File: src/rtl/oled_pkg.sv
// Shared types and helpers for the OLED voltmeter sequencer.
package oled_pkg;

  typedef enum logic [2:0] {
    IDLE  = 3'd0,
    INIT  = 3'd1,
    OPER  = 3'd2,
    ADV   = 3'd3,
    GAP   = 3'd4,
    DONE  = 3'd5,
    FAULT = 3'd6
  } seq_state_e;

  localparam int SWEEP_W = 16;

  // Bits needed to hold values 0..n-1, never less than one.
  function automatic int cnt_width(input int n);
    return (n > 1) ? $clog2(n) : 1;
  endfunction

endpackage

File: src/rtl/oled_cyc_timer.sv
// Loadable down counter with terminal-count flag; load has priority over clear.
module oled_cyc_timer #(
  parameter int W = 8
) (
  input  logic         clk,
  input  logic         rst,
  input  logic         clr,
  input  logic         load,
  input  logic [W-1:0] load_val,
  output logic         tc
);

  logic [W-1:0] cnt_q;
  logic [W-1:0] cnt_d;

  // Next count: load, clear, or count down and park at zero.
  always_comb begin
    cnt_d = cnt_q;
    if (load) begin
      cnt_d = load_val;
    end else if (clr) begin
      cnt_d = '0;
    end else if (cnt_q != '0) begin
      cnt_d = cnt_q - W'(1);
    end else begin
      cnt_d = cnt_q;
    end
  end

  // Count register with synchronous active-low reset.
  always_ff @(posedge clk) begin
    if (!rst) begin
      cnt_q <= '0;
    end else begin
      cnt_q <= cnt_d;
    end
  end

  assign tc = (cnt_q == '0);

endmodule

File: src/rtl/oled_seq_ctrl.sv
// OLED voltmeter sequencer: one display init, then per-channel sweeps, shared SPI bus mux.
// Define OLED_SEQ_WDT_EN to add the INIT/OPER watchdog with bounded retry and FAULT state.
module oled_seq_ctrl
  import oled_pkg::*;
#(
  parameter int N_CH        = 4,
  parameter int CH_W        = (N_CH > 1) ? $clog2(N_CH) : 1,
  parameter int REFRESH_CYC = 1_000_000,
  parameter int WDT_CYC     = 2_000_000,
  parameter int MAX_RETRY   = 3
) (
  input  logic               clk,
  input  logic               rst,
  input  logic               cont,
  input  logic               restart,
  output logic               init_en,
  input  logic               init_fin,
  input  logic               init_sclk,
  input  logic               init_sdo,
  output logic               oper_en,
  output logic [CH_W-1:0]    oper_ch,
  input  logic               oper_fin,
  input  logic               oper_sclk,
  input  logic               oper_sdo,
  input  logic               oper_dc,
  output logic               sclk,
  output logic               sdo,
  output logic               dc,
  output logic               busy,
  output logic [SWEEP_W-1:0] sweep_cnt,
  output logic               err
);

  localparam int              GAP_W    = cnt_width(REFRESH_CYC);
  localparam logic [GAP_W-1:0] GAP_LOAD = (REFRESH_CYC > 0) ? GAP_W'(REFRESH_CYC - 1) : '0;
  localparam logic [CH_W-1:0] LAST_CH  = CH_W'(N_CH - 1);

  seq_state_e         state_q, state_d;
  logic [CH_W-1:0]    ch_q, ch_d;
  logic [SWEEP_W-1:0] sweep_q, sweep_d;
  logic               init_en_q, oper_en_q, busy_q;
  logic               gap_tc_s, timeout_s, retry_max_s, sweep_done_s;

  assign sweep_done_s = (state_q == OPER) && oper_fin && (ch_q == LAST_CH);

  oled_cyc_timer #(.W(GAP_W)) u_gap_timer (
    .clk      (clk),
    .rst      (rst),
    .clr      (state_q == IDLE),
    .load     ((state_d == GAP) && (state_q != GAP)),
    .load_val (GAP_LOAD),
    .tc       (gap_tc_s)
  );

  // Sequencer next state; a finish always beats a same-cycle timeout.
  always_comb begin
    state_d = state_q;
    ch_d    = ch_q;
    sweep_d = sweep_q;
    case (state_q)
      IDLE: begin
        state_d = INIT;
        ch_d    = '0;
      end
      INIT: begin
        if (init_fin) begin
          state_d = OPER;
          ch_d    = '0;
        end else if (timeout_s) begin
          state_d = retry_max_s ? FAULT : IDLE;
        end else begin
          state_d = INIT;
        end
      end
      OPER: begin
        if (oper_fin && (ch_q != LAST_CH)) begin
          state_d = ADV;
        end else if (oper_fin) begin
          sweep_d = sweep_q + SWEEP_W'(1);
          ch_d    = '0;
          state_d = cont ? GAP : DONE;
        end else if (timeout_s) begin
          ch_d    = '0;
          state_d = retry_max_s ? FAULT : IDLE;
        end else begin
          state_d = OPER;
        end
      end
      ADV: begin
        ch_d    = ch_q + CH_W'(1);
        state_d = OPER;
      end
      GAP: begin
        if (gap_tc_s) begin
          state_d = OPER;
        end else begin
          state_d = GAP;
        end
      end
      DONE, FAULT: begin
        if (restart) begin
          state_d = IDLE;
        end else begin
          state_d = state_q;
        end
      end
      default: begin
        state_d = IDLE;
        ch_d    = '0;
      end
    endcase
  end

  // State, counters and enables; enables are decoded from the next state so they are registered.
  always_ff @(posedge clk) begin
    if (!rst) begin
      state_q   <= IDLE;
      ch_q      <= '0;
      sweep_q   <= '0;
      init_en_q <= 1'b0;
      oper_en_q <= 1'b0;
      busy_q    <= 1'b0;
    end else begin
      state_q   <= state_d;
      ch_q      <= ch_d;
      sweep_q   <= sweep_d;
      init_en_q <= (state_d == INIT);
      oper_en_q <= (state_d == OPER);
      busy_q    <= !(state_d inside {IDLE, DONE, FAULT});
    end
  end

`ifdef OLED_SEQ_WDT_EN
  localparam int                WDT_W     = cnt_width(WDT_CYC);
  localparam logic [WDT_W-1:0]  WDT_LOAD  = (WDT_CYC > 0) ? WDT_W'(WDT_CYC - 1) : '0;
  localparam int                RETRY_W   = cnt_width(MAX_RETRY + 1);
  localparam logic [RETRY_W-1:0] RETRY_LIM = RETRY_W'(MAX_RETRY);

  logic               wdt_tc_s;
  logic [RETRY_W-1:0] retry_q, retry_d;
  logic               err_q;

  // Reloaded on every entry to INIT or OPER, including ADV->OPER and GAP->OPER.
  oled_cyc_timer #(.W(WDT_W)) u_wdt_timer (
    .clk      (clk),
    .rst      (rst),
    .clr      (state_q == IDLE),
    .load     (((state_d == INIT) && (state_q != INIT)) ||
               ((state_d == OPER) && (state_q != OPER))),
    .load_val (WDT_LOAD),
    .tc       (wdt_tc_s)
  );

  assign timeout_s   = wdt_tc_s && (((state_q == INIT) && !init_fin) ||
                                    ((state_q == OPER) && !oper_fin));
  assign retry_max_s = (retry_q == RETRY_LIM);

  // Retry count: cleared by a completed sweep or a FAULT restart.
  always_comb begin
    retry_d = retry_q;
    if ((state_q == FAULT) && restart) begin
      retry_d = '0;
    end else if (sweep_done_s) begin
      retry_d = '0;
    end else if (timeout_s && !retry_max_s) begin
      retry_d = retry_q + RETRY_W'(1);
    end else begin
      retry_d = retry_q;
    end
  end

  // Retry and sticky fault registers.
  always_ff @(posedge clk) begin
    if (!rst) begin
      retry_q <= '0;
      err_q   <= 1'b0;
    end else begin
      retry_q <= retry_d;
      err_q   <= (state_d == FAULT);
    end
  end

  assign err = err_q;
`else
  assign timeout_s   = 1'b0;
  assign retry_max_s = 1'b0;
  assign err         = 1'b0;
`endif

  // Bus mux follows the engine that owns the current state, idle-low otherwise.
  always_comb begin
    sclk = 1'b0;
    sdo  = 1'b0;
    dc   = 1'b0;
    case (state_q)
      INIT: begin
        sclk = init_sclk;
        sdo  = init_sdo;
      end
      OPER: begin
        sclk = oper_sclk;
        sdo  = oper_sdo;
        dc   = oper_dc;
      end
      default: begin
        sclk = 1'b0;
        sdo  = 1'b0;
        dc   = 1'b0;
      end
    endcase
  end

  assign init_en   = init_en_q;
  assign oper_en   = oper_en_q;
  assign oper_ch   = ch_q;
  assign busy      = busy_q;
  assign sweep_cnt = sweep_q;

endmodule
File: config.mk
export PLATFORM = sky130hd
export DESIGN_NAME = oled_seq_ctrl
export DESIGN_NICKNAME = d
export VERILOG_FILES = /design/src/rtl/oled_pkg.sv /design/src/rtl/oled_cyc_timer.sv /design/src/rtl/oled_seq_ctrl.sv
export SDC_FILE = /design/constraint.sdc
export NUM_CORES = 1
export LEC_CHECK = 0
export BUFFER_PORTS_ARGS = -buffer_cell sky130_fd_sc_hd__buf_2
export CAP_MARGIN = 10
export CORE_ASPECT_RATIO = 1.25
export CORE_MARGIN = 2
export CORE_UTILIZATION = 35
export CTS_CLUSTER_DIAMETER = 50
export DETAILED_ROUTE_END_ITERATION = 10
export GPL_TIMING_DRIVEN = 0
export SLEW_MARGIN = 0
export SYNTH_ARGS = -nofsm -noshare
export SYNTH_HDL_FRONTEND = slang
export SYNTH_HIERARCHICAL = 1
export SYNTH_SLANG_ARGS = --single-unit
File: constraint.sdc
create_clock -name clk -period 2.5 [get_ports clk]
set_input_delay 0.25 -clock clk [delete_from_list [all_inputs] [get_ports clk]]
set_output_delay 0.25 -clock clk [all_outputs]
set_load 0.1 [all_outputs]
# After elaboration in Yosys (flattened, before gate mapping)
# Index checks and enable logic that the tools add are counted.
[classes]
n_mux = 17
n_addsub = 3
eq_ne = 16
bitwise_logic = 3
reduce_logical = 14
[ops]
columns = ["cell", "n"]
rows = [
  ["two-way mux 20 bit", 3],
  ["logical NOT 20 bit", 1],
  ["nonzero test 20 bit", 1],
  ["subtractor 20 x 1 -> 20 bit, second input constant", 1],
  ["equality test 3 bit, second input constant", 6],
  ["case mux 3 bit (6 select lines)", 1],
  ["adder 16 x 1 -> 16 bit, second input constant", 1],
  ["two-way mux 3 bit", 4],
  ["equality test 3 x 2 -> 1 bit, second input constant", 3],
  ["two-way mux 2 bit", 4],
  ["inequality test 2 bit, second input constant", 4],
  ["case mux 2 bit (4 select lines)", 1],
  ["equality test 3 x 1 -> 1 bit, second input constant", 2],
  ["logical NOT 3 bit", 2],
  ["nonzero test 3 bit", 2],
  ["OR reduction 3 bit", 2],
  ["case mux 1 bit (2 select lines)", 2],
  ["AND reduction 4 bit", 1],
  ["inequality test 3 bit, second input constant", 1],
  ["inverter 1 bit", 3],
  ["AND reduction 3 bit", 1],
  ["adder 2 x 1 -> 2 bit, second input constant", 1],
  ["logical AND 1 bit", 2],
  ["two-way mux 1 bit", 2],
  ["other kinds (2)", 2],
]
[totals]
register_bits = 44
wordCells = 61
output_inout_bits = 25
input_bits = 11

# Depth between registers and ports, before layout
# Gate-level depths: netlist of the first run.
[logic_depth]
ltp_word = 7
depth_mapped = 13
ltp_nobuf = 12

# By module
# Netlist of the first run, hierarchy kept.
[modules_own_cells]
columns = ["mod", "instances", "area_per_inst_um2", "seq_area_each_um2", "cells_each"]
rows = [
  ["oled_seq_ctrl", 1, 1251.2, 480.5, 142],
  ["oled_cyc_timer", 1, 1216.2, 400.4, 146],
]

# Least setup slack after synthesis of the first run
# Ideal clock, no wire load.
[synth_timing]
kind = "flip-flop to flip-flop"
start = "register ch_q[0] (netlist: oper_ch[0])"
end = "register u_gap_timer.cnt_q[3]"
synth_period_minus_slack_ns = 2.971
t_arrival_ns = 2.875
setup_time_ns = 0.096
required_ns = 2.404
path_slack_ns = -0.471
stages_incl_launch_ff = 10
path_buffers = 2
cell_sequence = "dfxtp_1 -> ha_1 -> nand2_1 -> o311ai_0 -> o31ai_1 -> nor3_1 -> clkbuf_1 -> clkbuf_1 -> a21oi_1 -> nor4b_1"
[synth_between]
elab_chain_cells = 7
word_cells_on_any_way = 8
cone_classes = "2 x eq/ne; 3 x mux; 3 x reduce/logical"
[synth_lines]
columns = ["element", "line_no", "text"]
rows = [
  ["start: declaration", "oled_seq_ctrl.sv:39", "logic [CH_W-1:0] ch_q, ch_d;"],
  ["start signal: assignment", "oled_seq_ctrl.sv:125", "ch_q <= ch_d;"],
  ["inequality test 2 bit (*)", "oled_seq_ctrl.sv:76", "if (oper_fin && (ch_q != LAST_CH)) begin"],
  ["logical AND 1 bit (*)", "oled_seq_ctrl.sv:76", ""],
  ["two-way mux 3 bit (*)", "oled_seq_ctrl.sv:76", ""],
  ["case mux 3 bit (6 select lines) (*)", "oled_seq_ctrl.sv:60", "case (state_q)"],
  ["equality test 3 bit (*)", "oled_seq_ctrl.sv:50", ".load ((state_d == GAP) && (state_q != GAP)),"],
  ["logical AND 1 bit (*)", "oled_seq_ctrl.sv:50", ""],
  ["nonzero test 3 bit (no line) or two-way mux 20 bit (tied branches)", "-", ""],
  ["end signal: assignment", "oled_cyc_timer.sv:35", "cnt_q <= cnt_d;"],
  ["end: declaration", "oled_cyc_timer.sv:13", "logic [W-1:0] cnt_q;"],
]
# Every way passes the cells marked *; elsewhere a longest branch is shown, timed or not.
# A chain may end at the register's enable or synchronous reset.

# Final worst setup path of the first run
[layout_timing]
start = "register u_gap_timer.cnt_q[14]"
end = "register u_gap_timer.cnt_q[3]"
[layout_between]
elab_chain_cells = 6
word_cells_on_any_way = 8
cone_classes = "1 x eq/ne; 3 x mux; 4 x reduce/logical"
[layout_lines]
columns = ["element", "line_no", "text"]
rows = [
  ["logical NOT 20 bit (*)", "oled_cyc_timer.sv:39", "assign tc = (cnt_q == '0);"],
  ["via gap_tc_s", "oled_seq_ctrl.sv:42", "logic gap_tc_s, timeout_s, retry_max_s, sweep_done_s;"],
  ["two-way mux 3 bit (*)", "oled_seq_ctrl.sv:94", "if (gap_tc_s) begin"],
  ["case mux 3 bit (6 select lines) (*)", "oled_seq_ctrl.sv:60", ""],
  ["equality test 3 bit (*)", "oled_seq_ctrl.sv:50", ""],
  ["logical AND 1 bit (*)", "oled_seq_ctrl.sv:50", ""],
  ["nonzero test 3 bit (no line) or two-way mux 20 bit (tied branches)", "-", ""],
]
# Mark *: on every way through the listed nets, which the timed path passes. The rest lies on a longest branch.

==> results of run 1 <==
state kept, by name (all words and copies together) (netlist names):
register,count
u_gap_timer/cnt_q,20
sweep_cnt,16
state_q,3
oper_ch,2
busy,1
init_en,1
oper_en,1
what timing repair did:
action	in CTS	in global routing
endpoints found under the hold margin	0	0
gates resized for setup	12	8
gates cloned	1	0
endpoints found under the setup margin	20	20
hold buffers	0	0
pin swaps	5	2
buffers inserted	10	0
layout make-up:
cell class	count	share of cell area
plain buffers	14	0.0354
clock buffers	7	0.0245
clock inverters	1	0.00121
inverters	7	0.00844
multi-input cells	244	0.525
flip-flops and latches	44	0.287
well taps	90	0.0362
repair buffers	45	0.0824
critical path, stage by stage, from the launching register on:
cell      delay [ns]
dfxtp_2         0.36
or3_4           0.42
nor2_4          0.14
nand4b_4        0.12
inv_2           0.09
a21boi_2        0.07
o31ai_4         0.20
nor3_2          0.07
or2_4           0.24
clkbuf_8        0.16
a21oi_2         0.10
a21oi_1         0.05
nor4b_1         0.27
synth_stat cells (all sizes together) (8+ instances only):
library cell	instances	share of area
nor2	18	0.028
a21oi	17	0.038
o21ai	15	0.032
xnor2	16	0.057
and2	17	0.044
dfxtp	44	0.36
or3	11	0.028
a22oi	8	0.024
nor3	10	0.022
nand3	10	0.020
xor2	11	0.039
nor4	8	0.035
nand2	23	0.036
power groups by stage:
stage	Clock, mW	Combinational, mW	Sequential [mW]
after floorplan	0	1.66	1.08
after global placement	0	1.98	1.08
after detailed placement	0	2.01	1.09
after CTS	0.453	2.24	1.08
after global routing	0.479	2.52	1.12
final	0.432	2.30	1.10
metrics by stage:
| step | hold WS, ns | worst slack, ns | cell area, sq um | TNS [ns] |
|---|---|---|---|---|
| after floorplan | 0.362 | -0.0337 | 2610 | -0.281 |
| after global placement | 0.481 | -0.612 | 2890 | -9.05 |
| after detailed placement | 0.485 | -0.590 | 2890 | -9.10 |
| after CTS | 0.208 | 0.0269 | 3090 | 0 |
| after global routing | 0.251 | 0.0143 | 3110 | 0 |
| final | 0.209 | 0.140 | 3110 | 0 |
routing by layer:
metal,vias up,GRT usage,wire [microns]
met5,-,0,0
met4,0,0.0504,63
met3,7,0.0296,212
met2,47,0.295,3110
met1,1049,0.193,2490
li1,1156,-,-
path summary, 6_finish.rpt:
| kind | from | end | slack (ns) | cells after the start |
|---|---|---|---|---|
| max | u_gap_timer/cnt_q[14] | u_gap_timer/cnt_q[3] | 0.14 | 12 |
| min reg2reg | oper_ch[1] | oper_ch[1] | 0.50 | 2 |
| max reg2reg | u_gap_timer/cnt_q[14] | u_gap_timer/cnt_q[3] | 0.14 | 12 |
| min | rst | state_q[1] | 0.21 | 3 |
kinds of logic (layout without fill, tap and decap cells):
group / count (synthesis) / in the layout / synth area share
AND/OR/NAND/NOR: 133 / 133 / 0.331
AO/OA/AOI/OAI: 56 / 56 / 0.143
flip-flops: 44 / 44 / 0.357
XOR/XNOR: 27 / 27 / 0.0958
buffers and inverters: 21 / 74 / 0.0461
adder cells (fa/ha/maj): 4 / 4 / 0.0203
other: 2 / 23 / 0.00304
multiplexers: 1 / 1 / 0.00406
==> impl_results.md, run 1 <==
* Run status: finished, final reports clean
* Number of I/O pins at 36
* Most common cell after layout, fill and taps aside: dfxtp_1
* Finished Layout Cells at 452
* HP Class: input port to register
* Global-route wire length before repair at around 10000 microns
* Clk_skew at 0.0134 ns
* Drt via density at 5.00
* Worst skew pair latency at 0.30 ns
* Routability cong. at 0.812
* Fmax at around 420 MHz
* Type of the worst setup path: register to register
* Die H at 97.9 microns
* Critical path startpoint category: register
* Critical Path RT at about 2.7 ns
* Die footprint at around 7700 sq um
* Tot Pwr at 3.83 mW
* Syn Std Cell Area at 2470 sq um
* #FFs+latches synth at 44
* Sequential power share at 0.287
* Mapped Cells at 288
* FF+latch area at 895 sq um
* CTS tree: built
* Lkg Pwr at 1.30 nW
* Clock Path Buffers at 2
* Initial Utilization at 0.358
* Primary FF master, synth: dfxtp_1
* Ys async rst share at 0
* Largest net degree at the start of global routing at 13
* Die X at 79.1 microns
* Fillers at 711
* Final ANT Viol Nets at 0
* Root Buffer: clkbuf_8
* Initial antenna violation count at 0
* Clock transition at the registers of the reported paths at 0.09 ns
* Row count at 34
* Max-slew violations at 0
* DP HPWL at 4240 microns
* EDFF count, synth at 0
* Num CTS Buffers at 5
* Worst-Margin Slew at 0.990 ns
* Slew Limit Headroom at 0.335
* # nets final at 376
* Psw at about 1.7 mW
* Syn avg cell area at 8.57 sq um
* P_int at between 2 and 2.5 mW
* Antenna fix cells at 0
* Seq/Total Area, Yosys at 0.357
* Period utilization at 0.944
* Power per Cell Area at 1230 nW/um^2
* Finished Core Util at 0.452
* Post-synth cell types at 56
* # DRC at 0
* Clk sinks at 44
* Area taken by multi-input logic gates at about 1600 sq um
* Min cycle time layout at around 2.4 ns
* Setup-failing EPs final at 0
* Layout area overhead at 26.2%
* Share of cells above drive strength 1 at 0.262
* Average wire per standard cell at 13.0 microns
* Core area at 6890 sq um
* Post-placement cell count at approximately 430
* Unrepaired setup endpoints after global routing: no
* PortBufs at 34
* Detailed Route WL at 5880 microns
* Vias in the first global route at ~2200
* CP max FO at 7
* Worst setup EP type: register
* Iteration count of the initial detailed-routing pass at 4
* CP Data Arrival Time at about 2.6 ns
* Switching share of total power at 0.433
* Logic pwr share at 0.600
* Syn. warnings at 6
* Commonest non-fill, non-tap cells in the layout: dfxtp_1, buf_2, conb_1
* # H-tree levels at 2
* Clock share of power at 0.113
* Grt total ovfl at 0
* Starting DRT DRC Count at 94
* VDD IR max at 413 uV
* Max cap viols at 0
* Final hold vios at 0
* Via count at between 2000 and 2500
* GRT Overall Usage at 0.163
Note: power is estimated with default switching activity, not from simulation.
==> run 2: changes to the inputs <==
Settings changed: SETUP_SLACK_MARGIN set to 0.3.
==> impl_results.md, run 2 (synthesized netlist as in run 1, its figures left out) <==
* HP Class: input port to register
* Root Buffer: clkbuf_8
* CTS tree: built
* GRT Overall Usage at 0.164
* Worst-Margin Slew at 0.999 ns
* Die footprint at 7740 sq um
* Num CTS Buffers at 5
* Cell family with most CP delay: simple AND/OR/NAND/NOR gates
* Area taken by multi-input logic gates at 1690 sq um
* FF+latch area at around 900 sq um
* CP cell instances: or3_4 > nor2_4 > nand4b_4 > inv_2 > a21boi_2 > o31ai_4 > nor3_2 > clkbuf_4 > buf_4 > or3_1 > a21oi_2
* Clk sinks at 44
* Via count at about 2300
* Setup-failing EPs final at 0
* DP Area at 2900 sq um
* Largest net degree at the start of global routing at 13
* Worst setup EP type: register
* Vias in the first global route at 2146
* Type of the worst setup path: register to register
* Design area at 3230 sq um
* Worst skew pair latency at 0.30 ns
* Worst Hold Slack at about 0.21 ns
* Slew Limit Headroom at 0.329
* Final hold vios at 0
* Lkg Pwr at 1.34 nW
* Iteration count of the initial detailed-routing pass at 4
* Final ANT Viol Nets at 0
* Detailed Route WL at approximately 6000 microns
* Initial antenna violation count at 0
* Drt via density at 4.94
* Run status: finished, final reports clean
* Antenna fix cells at 0
* Core area at between 6000 and 7000 sq um
* Biggest register: u_gap_timer/cnt_q
* R2r setup slk at 0.17 ns
* # H-tree levels at 2
* Placement Setup Slack at -0.428 ns
* DP HPWL at 4280 microns
* Power per Cell Area at 1280 nW/um^2
* CP max FO at 8
* Clock transition at the registers of the reported paths at 0.08 ns
* Fillers at 697
* Share of cells above drive strength 1 at 0.316
* Max-slew violations at 0
* Average wire per standard cell at 13.5 microns
* Clock Path Buffers at 2
* Layout area overhead at 31.0%
* Max reg flops at 20
* Grt total ovfl at 0
* Critical path's slowest cell: or3_4
* Routability cong. at between 0.8 and 0.9
* CP Data Arrival Time at about 2.6 ns
* Fmax at 429 MHz
* Number of I/O pins at 36
* Die X at approximately 80 microns
* Crit-path max cell delay at 0.39 ns
* Most common cell after layout, fill and taps aside: buf_2
* PortBufs at 34
* Max cap viols at 0
* Die H at 97.9 microns
* Period utilization at 0.932
* Starting DRT DRC Count at 83
* Critical path startpoint category: register
* Clk_skew at 0.00656 ns
* Final setup margin at 0.169 ns
* VDD IR max at 448 uV
* Global-route wire length before repair at 10200 microns
* Min cycle time layout at 2.33 ns
* Finished Core Util at 0.469
* Worst Path Buf+Inv at 3
* Commonest non-fill, non-tap cells in the layout: buf_2, dfxtp_1, conb_1
* Initial Utilization at 0.358
* # nets final at 381
* Setup TNS at 0 ns
* Critical Path RT at between 2 and 3 ns
* Row count at 34
* # DRC at 0
* Unrepaired setup endpoints after global routing: yes
run 2: cell count changes in the layout (fill, tap and decap cells not counted), moves of 2 or more:
cell      before  now
buf_4         13   17
dfxtp_2        5    7
o21ai_1        2    5
clkbuf_4       1    3
dfxtp_1       37   33
nor2_1        15   10
nor2_2         1    6
dfxtp_4        2    4
a21oi_1       12    9
o21ai_0       12    9
a21oi_2        5    8
run 2: metal layers:
metal,part of all wire,vias up,GRT usage
met1,0.42,1046,0.189
li1,-,1158,-
met4,0.021,0,0.0610
met3,0.028,11,0.0240
met5,0,-,0
met2,0.53,43,0.300
run 2: timing repair:
action | 4_1_cts | 5_1_grt
endpoints found under the hold margin | 0 | 0
buffers inserted | 12 | 3
pin swaps | 9 | 3
cloned | 1 | 0
hold buffers | 0 | 0
endpoints found under the setup margin | 22 | 20
resized for setup | 19 | 16
run 2: layout make-up:
| class | count | share of cell area |
|---|---|---|
| inverters | 7 | 0.00813 |
| clock buffers | 8 | 0.0279 |
| multi-input cells | 244 | 0.523 |
| repair buffers | 50 | 0.0909 |
| flip-flops and latches | 44 | 0.280 |
| plain buffers | 14 | 0.0352 |
| well taps | 90 | 0.0348 |
run 2: where the power goes:
part           total [mW]  switching (mW)  internal [mW]  leakage [nW]
combinational        2.54            1.29           1.25         0.932
sequential           1.12           0.238          0.886         0.364
clock               0.467           0.241          0.226        0.0455
run 2: worst reg2reg max path, stage by stage (launching register included):
cell and delay [ns]:
dfxtp_4 0.36, or3_4 0.39, nor2_4 0.11, nand4b_4 0.13, inv_2 0.09, a21boi_2 0.07
o31ai_4 0.20, nor3_2 0.07, clkbuf_4 0.20, buf_4 0.15, or3_1 0.37, a21oi_2 0.13
run 2: through the flow:
stage	std cells	power, mW
5_1_grt	457	4.45
2_1_floorplan	309	2.75
3_3_place_gp	433	3.08
6_report	457	4.13
4_1_cts	454	3.96
3_5_place_dp	433	3.09
run 2: worst paths after layout:
kind                           end                  start  depth (start not counted)
min                     state_q[1]                    rst                          3
min reg2reg          sweep_cnt[10]          sweep_cnt[10]                          2
max          u_gap_timer/cnt_q[14]  u_gap_timer/cnt_q[15]                         11
max reg2reg  u_gap_timer/cnt_q[14]  u_gap_timer/cnt_q[15]                         11
==> run 3: changes to the inputs <==
Settings changed: PLACE_DENSITY set to 0.58, SLEW_MARGIN 0 to 20.
==> impl_results.md, run 3 (synthesized netlist as in run 1, its figures left out) <==
* Run status: finished, final reports clean
* # hold bufs at CTS at 0
* Clock Path Buffers at 2
* Setup-failing EPs final at 0
* Critical Path RT at 2.71 ns
* PortBufs at 34
* Initial Utilization at 0.358
* Sequential power share at 0.266
* Number of I/O pins at 36
* Clock transition at the registers of the reported paths at around 0.09 ns
* Die footprint at 7740 sq um
* Setup TNS at 0 ns
* Largest net degree at the start of global routing at 14
* Reg-to-Reg Start: u_gap_timer/cnt_q[7]
* Clk_skew at 0.00368 ns
* Worst R2R Path Depth at 12
* Clk sinks at 44
* Post-placement cell count at 433
* Worst-Margin Slew at approximately 1.1 ns
* Clock share of power at 0.114
* Critical path startpoint: u_gap_timer/cnt_q[7]
* CP Data Arrival Time at between 2 and 3 ns
* Max-slew violations at 0
* # nets final at 380
* # H-tree levels at 2
* Global-route wire length before repair at between 10000 and 15000 microns
* Min-delay src: rst
* CTS tree: built
* Period utilization at 0.924
* Switching share of total power at 0.429
* Iteration count of the initial detailed-routing pass at 4
* Worst setup EP type: register
* HP Class: input port to register
* Vias in the first global route at 2218
* Logic pwr share at 0.620
* Worst hold stages at 3
* Reg2reg end: u_gap_timer/cnt_q[3]
* Slew Limit Headroom at 0.285
* Biggest register: u_gap_timer/cnt_q
* Psw at about 1.8 mW
* Design area at 3270 sq um
* Critical path startpoint category: register
* Power per Cell Area at approximately 1300 nW/um^2
* GRT Overall Usage at 0.167
* Grt total ovfl at 0
* Finished Layout Cells at 456
* Core area at 6890 sq um
* Initial antenna violation count at 0
* Detailed Route WL at about 6100 microns
* DP Area at 2900 sq um
* Min cycle time layout at 2.31 ns
* Final hold vios at 0
* Share of cells above drive strength 1 at 0.320
* R2r setup slk at 0.19 ns
* Worst hold path endpoint: state_q[1]
* Routability cong. at 0.796
* P_int at 2.39 mW
* Type of the worst setup path: register to register
* Fmax at about 430 MHz
* Average wire per standard cell at 13.4 microns
* Commonest non-fill, non-tap cells in the layout: dfxtp_1, buf_2, conb_1
* Worst skew pair latency at roughly 0.3 ns
* VDD IR max at between 400 and 500 uV
* Max reg flops at 20
* Layout area overhead at 32.5%
* CP max FO at 6
* Most common cell after layout, fill and taps aside: dfxtp_1
* Final ANT Viol Nets at 0
* Row count at 34
* Die H at 97.9 microns
* Root Buffer: clkbuf_8
* Num CTS Buffers at 5
* Via count at 2260
* Unrepaired setup endpoints after global routing: yes
* DP HPWL at 4250 microns
* Starting DRT DRC Count at 85
* Die X at ~79 microns
* Antenna fix cells at 0
* # DRC at 0
* Max cap viols at 0
* Drt via density at 4.96
* Lkg Pwr at about 1.4 nW
run 3: cell types whose count changed in the layout (fill, tap and decap cells not counted), moves of 3 or more:
cell | before | now
buf_4 | 17 | 14
buf_6 | 5 | 8
dfxtp_1 | 33 | 37
dfxtp_2 | 7 | 2
run 3: layout make-up:
type / count / area, sq um
Clock buffer: 6 / 82.6
Fill cell: 720 / 3620
Inverter: 7 / 26.3
Buffer: 14 / 121
Multi-Input combinational cell: 244 / 1720
Clock inverter: 2 / 10.0
Timing Repair Buffer: 49 / 298
Tap cell: 90 / 113
Sequential cell: 44 / 902
run 3: through the flow:
stage	hold slack [ns]	setup slack [ns]	util	power (mW)
floorplan	0.362	-0.0333	-	2.75
global placement	0.481	-0.425	0.421	3.08
detailed placement	0.492	-0.449	0.421	3.10
CTS	0.199	0.154	0.458	3.99
global route	0.229	0.0306	0.474	4.52
finish	0.208	0.191	0.474	4.18
run 3: timing repair:
action                                  in CTS  in global routing
pin swaps                                   13                 10
buffers inserted                            13                  1
endpoints found under the hold margin        0                  0
endpoints found under the setup margin      22                 20
gates cloned                                 1                  0
resized for setup                           18                 25
run 3: worst max-delay path by stage:
stage	endpoint	slack, ns	cells after the start
floorplan	u_gap_timer/cnt_q[3]	-0.03	12
global placement	u_gap_timer/cnt_q[2]	-0.42	12
detailed placement	u_gap_timer/cnt_q[6]	-0.45	12
CTS	u_gap_timer/cnt_q[4]	0.15	12
global route	u_gap_timer/cnt_q[4]	0.03	13
finish	u_gap_timer/cnt_q[3]	0.19	12
run 3: metal layers:
layer	wire length (microns)	vias to the layer above	track usage
li1	-	1152	-
met1	2610	1040	0.196
met2	3140	51	0.298
met3	176	17	0.0222
met4	180	0	0.0769
met5	0	-	0
run 3: power groups by stage:
stage / combinational, mW / sequential (mW) / clock, mW
after floorplan: 1.67 / 1.08 / 0
after CTS: 2.40 / 1.09 / 0.502
after global placement: 2.00 / 1.08 / 0
after detailed placement: 2.01 / 1.09 / 0
after global routing: 2.85 / 1.15 / 0.522
final: 2.59 / 1.11 / 0.476
run 3: worst max-delay path, cell delays in order (launching register included):
cell and delay (ns):
dfxtp_4 0.36, nor4_4 0.33, nand2_2 0.10, nand4b_4 0.19
inv_2 0.09, a21boi_2 0.07, o31ai_4 0.20, nor3_2 0.07
or2_4 0.25, buf_8 0.13, a21oi_2 0.10, a21oi_1 0.05
nor4b_1 0.27
